==> config.mk <==
export PLATFORM = sky130hd
export DESIGN_NAME = display_scan_controller
export DESIGN_NICKNAME = d
export VERILOG_FILES = /design/src/rtl/display_scan_controller.sv
export SDC_FILE = /design/constraint.sdc
export NUM_CORES = 1
export LEC_CHECK = 0
export CAP_MARGIN = 20
export CORE_MARGIN = 4
export CORE_UTILIZATION = 45
export CTS_BUF_LIST = sky130_fd_sc_hd__clkbuf_4 sky130_fd_sc_hd__clkbuf_8
export CTS_CLUSTER_SIZE = 25
export DETAILED_ROUTE_END_ITERATION = 6
export PLACE_DENSITY = 0.76
export REMOVE_ABC_BUFFERS = 1
export SLEW_MARGIN = 20
export SYNTH_ARGS = -nofsm -noshare
export SYNTH_HDL_FRONTEND = slang
export SYNTH_SLANG_ARGS = --single-unit
==> constraint.sdc <==
create_clock -name clk -period 3.1 [get_ports clk]
set_input_delay 0.62 -clock clk [delete_from_list [all_inputs] [get_ports clk]]
set_output_delay 0.62 -clock clk [all_outputs]
set_load 0.02 [all_outputs]
==> src/rtl/display_scan_controller.sv <==
// Multiplexed 8-digit seven-segment scan controller with frame-synchronous double buffering.
// Optional LEADING_ZERO_BLANK_EN blanks zero digits to the left of the first non-zero nibble.
module display_scan_controller #(
   parameter int unsigned REFRESH_DIV  = 100000,
   parameter int unsigned BLANK_CYCLES = 16
) (
   input  logic        clk,
   input  logic        rst,
   input  logic        load,
   input  logic [31:0] value_in,
   input  logic [7:0]  dp_in,
   output logic [2:0]  digit_sel,
   output logic [6:0]  seg_out,
   output logic        dp_out,
   output logic        frame_start,
   output logic        pending
);

   localparam int unsigned PW         = $clog2(REFRESH_DIV);
   localparam logic [PW-1:0] PRESC_LAST = PW'(REFRESH_DIV - 1);

   logic [PW-1:0] presc_q, presc_d;
   logic [2:0]    sel_q, sel_d;
   logic [31:0]   active_val_q, active_val_d;
   logic [7:0]    active_dp_q, active_dp_d;
   logic [31:0]   shadow_val_q, shadow_val_d;
   logic [7:0]    shadow_dp_q, shadow_dp_d;
   logic          pending_q, pending_d;
   logic          frame_start_q, frame_start_d;

   logic presc_term;
   logic wrap;

   function automatic logic [6:0] hex7(input logic [3:0] n);
      logic [6:0] s;
      case (n)
         4'h0: s = 7'b1000000;
         4'h1: s = 7'b1111001;
         4'h2: s = 7'b0100100;
         4'h3: s = 7'b0110000;
         4'h4: s = 7'b0011001;
         4'h5: s = 7'b0010010;
         4'h6: s = 7'b0000010;
         4'h7: s = 7'b1111000;
         4'h8: s = 7'b0000000;
         4'h9: s = 7'b0010000;
         4'hA: s = 7'b0001000;
         4'hB: s = 7'b0000011;
         4'hC: s = 7'b1000110;
         4'hD: s = 7'b0100001;
         4'hE: s = 7'b0000110;
         default: s = 7'b0001110;
      endcase
      return s;
   endfunction

   // Next-state: scan counters plus shadow/active buffering committed on the 7->0 wrap
   always_comb begin
      presc_d       = presc_q;
      sel_d         = sel_q;
      active_val_d  = active_val_q;
      active_dp_d   = active_dp_q;
      shadow_val_d  = shadow_val_q;
      shadow_dp_d   = shadow_dp_q;
      pending_d     = pending_q;
      frame_start_d = 1'b0;

      presc_term = (presc_q == PRESC_LAST);
      wrap       = presc_term && (sel_q == 3'd7);

      if (presc_term) begin
         presc_d = '0;
         sel_d   = sel_q + 3'd1;
      end else begin
         presc_d = presc_q + PW'(1);
      end

      frame_start_d = wrap;

      if (wrap) begin
         pending_d = 1'b0;
         if (load) begin
            // Load coinciding with the commit edge bypasses the shadow; keep shadow in step
            active_val_d = value_in;
            active_dp_d  = dp_in;
            shadow_val_d = value_in;
            shadow_dp_d  = dp_in;
         end else if (pending_q) begin
            active_val_d = shadow_val_q;
            active_dp_d  = shadow_dp_q;
         end
      end else if (load) begin
         shadow_val_d = value_in;
         shadow_dp_d  = dp_in;
         pending_d    = 1'b1;
      end
   end

   always_ff @(posedge clk) begin
      if (rst) begin
         presc_q       <= '0;
         sel_q         <= 3'd0;
         active_val_q  <= 32'd0;
         active_dp_q   <= 8'd0;
         shadow_val_q  <= 32'd0;
         shadow_dp_q   <= 8'd0;
         pending_q     <= 1'b0;
         frame_start_q <= 1'b0;
      end else begin
         presc_q       <= presc_d;
         sel_q         <= sel_d;
         active_val_q  <= active_val_d;
         active_dp_q   <= active_dp_d;
         shadow_val_q  <= shadow_val_d;
         shadow_dp_q   <= shadow_dp_d;
         pending_q     <= pending_d;
         frame_start_q <= frame_start_d;
      end
   end

   logic [4:0] nib_shift;
   logic [3:0] nib;
   logic       slot_blank;

`ifdef LEADING_ZERO_BLANK_EN
   logic [7:0] zero_upto;
   logic       zero_acc;
   logic       lz_blank;

   // zero_upto[k]: nibbles 0..k (leftmost first) are all zero
   always_comb begin
      zero_acc  = 1'b1;
      zero_upto = 8'd0;
      for (int i = 0; i < 8; i++) begin
         zero_acc     = zero_acc && (active_val_q[31-4*i -: 4] == 4'h0);
         zero_upto[i] = zero_acc;
      end
      lz_blank = (sel_q != 3'd7) && zero_upto[sel_q];
   end
`endif

   // Output decode from registered state only
   always_comb begin
      nib_shift  = 5'd28 - {sel_q, 2'b00};
      nib        = 4'(active_val_q >> nib_shift);
      slot_blank = (32'(presc_q) < BLANK_CYCLES);
      seg_out    = hex7(nib);
      dp_out     = ~active_dp_q[3'd7 - sel_q];
`ifdef LEADING_ZERO_BLANK_EN
      if (lz_blank) seg_out = 7'h7F;
`endif
      if (slot_blank) begin
         seg_out = 7'h7F;
         dp_out  = 1'b1;
      end
   end

   assign digit_sel   = sel_q;
   assign frame_start = frame_start_q;
   assign pending     = pending_q;

endmodule

==> summary.md <==
| Metric | Value |
|---|---|
| Seq/Total Area, Yosys | 45.38% |
| Initial Util | 46.03% |
| Htree depth | 3 |
| PD cells | 424.0 nW/um2 |
| Die height | 108.0 um |
| Io pins | 56 |
| Crit path kind | flop to output pin |
| GRT Total Usage | 16.44% |
| Layout cells sized above 1 | 23.71% |
| Clock slew at reported path FFs | 0.09 ns |
| Syn avg cell area | 10.34 um2 |
| Area of the core | 9774 um2 |
| Max Fclk | 0.3138 GHz |
| Clock sinks | 102 |
| Port bufs | 55 |
| Status | finished with violations |
| R2R setup slack | 0.67 ns |
| EDFF count, synth | 0 |
| Failing checks | negative setup slack |
| Post-synth top flop | dfxtp_1 |
| Hold_ws | 0.4940 ns |
| CP Max Fanout | 4 |
| Setup_tns | -0.2068 ns |
| P&R area growth vs syn | 23.16% |
| Period utilization | 102.8% |
| Relative slew slack | 53.31% |
| Skew-Pair Late Insertion Delay | 0.35 ns |
| Die X | 108.0 um |
| Antenna violations before repair | 0 |
| Routed WL per cell | 14.31 um |
| First-pass GRT wire length | 15350 um |
| Final Instance Area | 5542 um2 |
| Mapped cell area | 4499 um2 |
| Post-synth ARST share | 0% |
| RSZ-0062 raised after global routing | yes |
| Final Non-Filler Cells | 635 |
| Nets | 549 |
| Critical Path AT | 2.57 ns |
| Final worst slack | -0.08683 ns |
| FP Rows | 36 |
| Finish-stage setup viols | 4 |
| Worst Tran Pin Value | 0.6939 ns |
| TritonCTS clock tree | yes |
| Worst setup EP type | output pin |
| Dpl cells | 615 |
| Critical Path RT | 2.48 ns |
| Total power draw | 2.349 mW |
| Max Cap Viol | 0 |
| Vias in the first global route | 3248 |
| Fin. Hold Viols | 0 |
| Hpwl dp | 6410 um |
| #FFs+latches synth | 102 |
| Die ar. | 11660 um2 |
| Fillers | 814 |
| Root buf cell | clkbuf_8 |
| Pin count of the biggest net entering global routing | 43 |
| Mapped Cells | 435 |
| Max Slew Vio Count | 0 |
| Initial DRC Count | 193 |
| DP Area | 5233 um2 |
| Count of cell types in the netlist | 44 |
| Antenna-violating nets left | 0 |
| P_leak | 2.029 nW |
| Routed vias | 3298 |
| CTS Buf Count | 9 |
| CTS max path bufs | 2 |
| Post-route DRC | 0 |
| Synth warn | 0 |
| Total grt overflow | 0 |
| Post-Route WL | 9084 um |
| Startpoint types | flop |
| Routability Congestion | 0.9639 |
| Minimum clock period | 3.187 ns |
| TritonRoute pass-1 iters | 4 |
| Max IR drop VDD | 0.2541 mV |
| Clock Skews | 0.007622 ns |
| Worst Hold Class | flop to flop |
| Vias/cell | 5.194 |
| Ant diodes | 0 |
## kinds of logic (layout without fill, tap and decap cells)
logic type	Yosys count	in the layout	share of synthesized area [%]
AO/OA/AOI/OAI	62	62	14.49
XOR/XNOR	16	16	3.115
adder cells (fa/ha/maj)	9	9	2.503
buffers and inverters	38	105	4.366
flip-flops	102	102	45.38
multiplexers	60	60	15.66
AND/OR/NAND/NOR	148	148	14.49
## synth_stat cells, drive strengths merged, types with 3 or more instances
cell,instances,area [um2]
clkbuf,12,46.29
buf,18,120.1
mux4,8,180.2
xnor2,9,78.83
a31oi,3,18.77
inv,8,30.03
mux2i,49,490.5
ha,9,112.6
a211oi,41,508.0
nor2,106,397.9
o221ai,3,26.28
nor3,6,35.03
and3,3,18.77
dfxtp,102,2042
xor2,7,61.31
o21ai,4,20.02
nor4,4,46.29
nand3,10,50.05
nand4,3,18.77
nand2,8,30.03
mux2,3,33.78
a21oi,3,15.01
## placed cells by master (no fill, tap or decap), types with 4 or more instances in the layout
master and n:
mux2i_1 49, xor2_1 7, buf_4 27, nand2_1 8, clkbuf_8 9, inv_1 6
dfxtp_1 101, xnor2_1 9, nor3_1 4, ha_1 5, nor2_1 106, mux4_2 8
a211oi_2 40, clkdlybuf4s50_1 46, nand3_1 10
## critical path: stages, from the launching register on
cell and delay, ns:
dfxtp_4 0.38, buf_6 0.11, mux4_2 0.48, mux2i_1 0.14, buf_4 0.17, inv_4 0.04
buf_6 0.11, ha_4 0.16, o211ai_1 0.23, o211ai_1 0.18, buf_4 0.21
## state kept, by name, summed over array words and instances (netlist names)
name and cells:
pending 1, active_dp_q 8, shadow_dp_q 8, presc_q 17
active_val_q 32, digit_sel 3, frame_start 1, shadow_val_q 32
## what timing repair did
action                     4_1_cts  5_1_grt
hold buffers                     0        0
setup buffers                    3        2
setup endpoints to repair        7        7
gates resized for setup         50       12
hold endpoints to repair         0        0
pin swaps                        4        6
## layer usage
| layer | track usage, % | part of all wire (%) | vias to the layer above |
|---|---|---|---|
| met5 | 0 | 0 | - |
| met1 | 21.96 | 47 | 1565 |
| li1 | - | - | 1642 |
| met4 | 5.861 | 1.6 | 0 |
| met2 | 26.38 | 47 | 77 |
| met3 | 3.522 | 4.3 | 14 |
## report_power, final
part,leakage (nW),internal [mW],switching [mW]
registers,0.831,1.34,0.0115
clock network,0.100,0.393,0.430
logic,1.10,0.0842,0.0879
total,2.03,1.82,0.529
## through the flow
stage                     utilization (%)  setup slack (ns)
after floorplan                         -            -1.364
after global placement              53.53           -0.2609
after detailed placement            53.53           -0.3588
after CTS                           56.04          -0.05672
after global routing                56.69           -0.2108
final                               56.69          -0.08683
## layout make-up
class                           instances  area, um2  share of cell area [%]
Multi-Input combinational cell        295       2346                   42.33
Sequential cell                       102       2046                   36.92
Timing Repair Buffer                   81      752.0                   13.57
Tap cell                              133      166.4                   3.003
Clock buffer                           11      138.9                   2.506
Clock inverter                          5      60.06                   1.084
Inverter                                8      32.53                  0.5870
## final timing paths
kind	startpoint	endpoint	cells past startpoint
worst max register to register	digit_sel[1]	active_val_q[31]	8
worst min-delay path	presc_q[0]	presc_q[0]	1
worst max-delay path	digit_sel[2]	seg_out[4]	10
worst min register to register	presc_q[0]	presc_q[0]	1
Power figures use the tool's default switching activity.
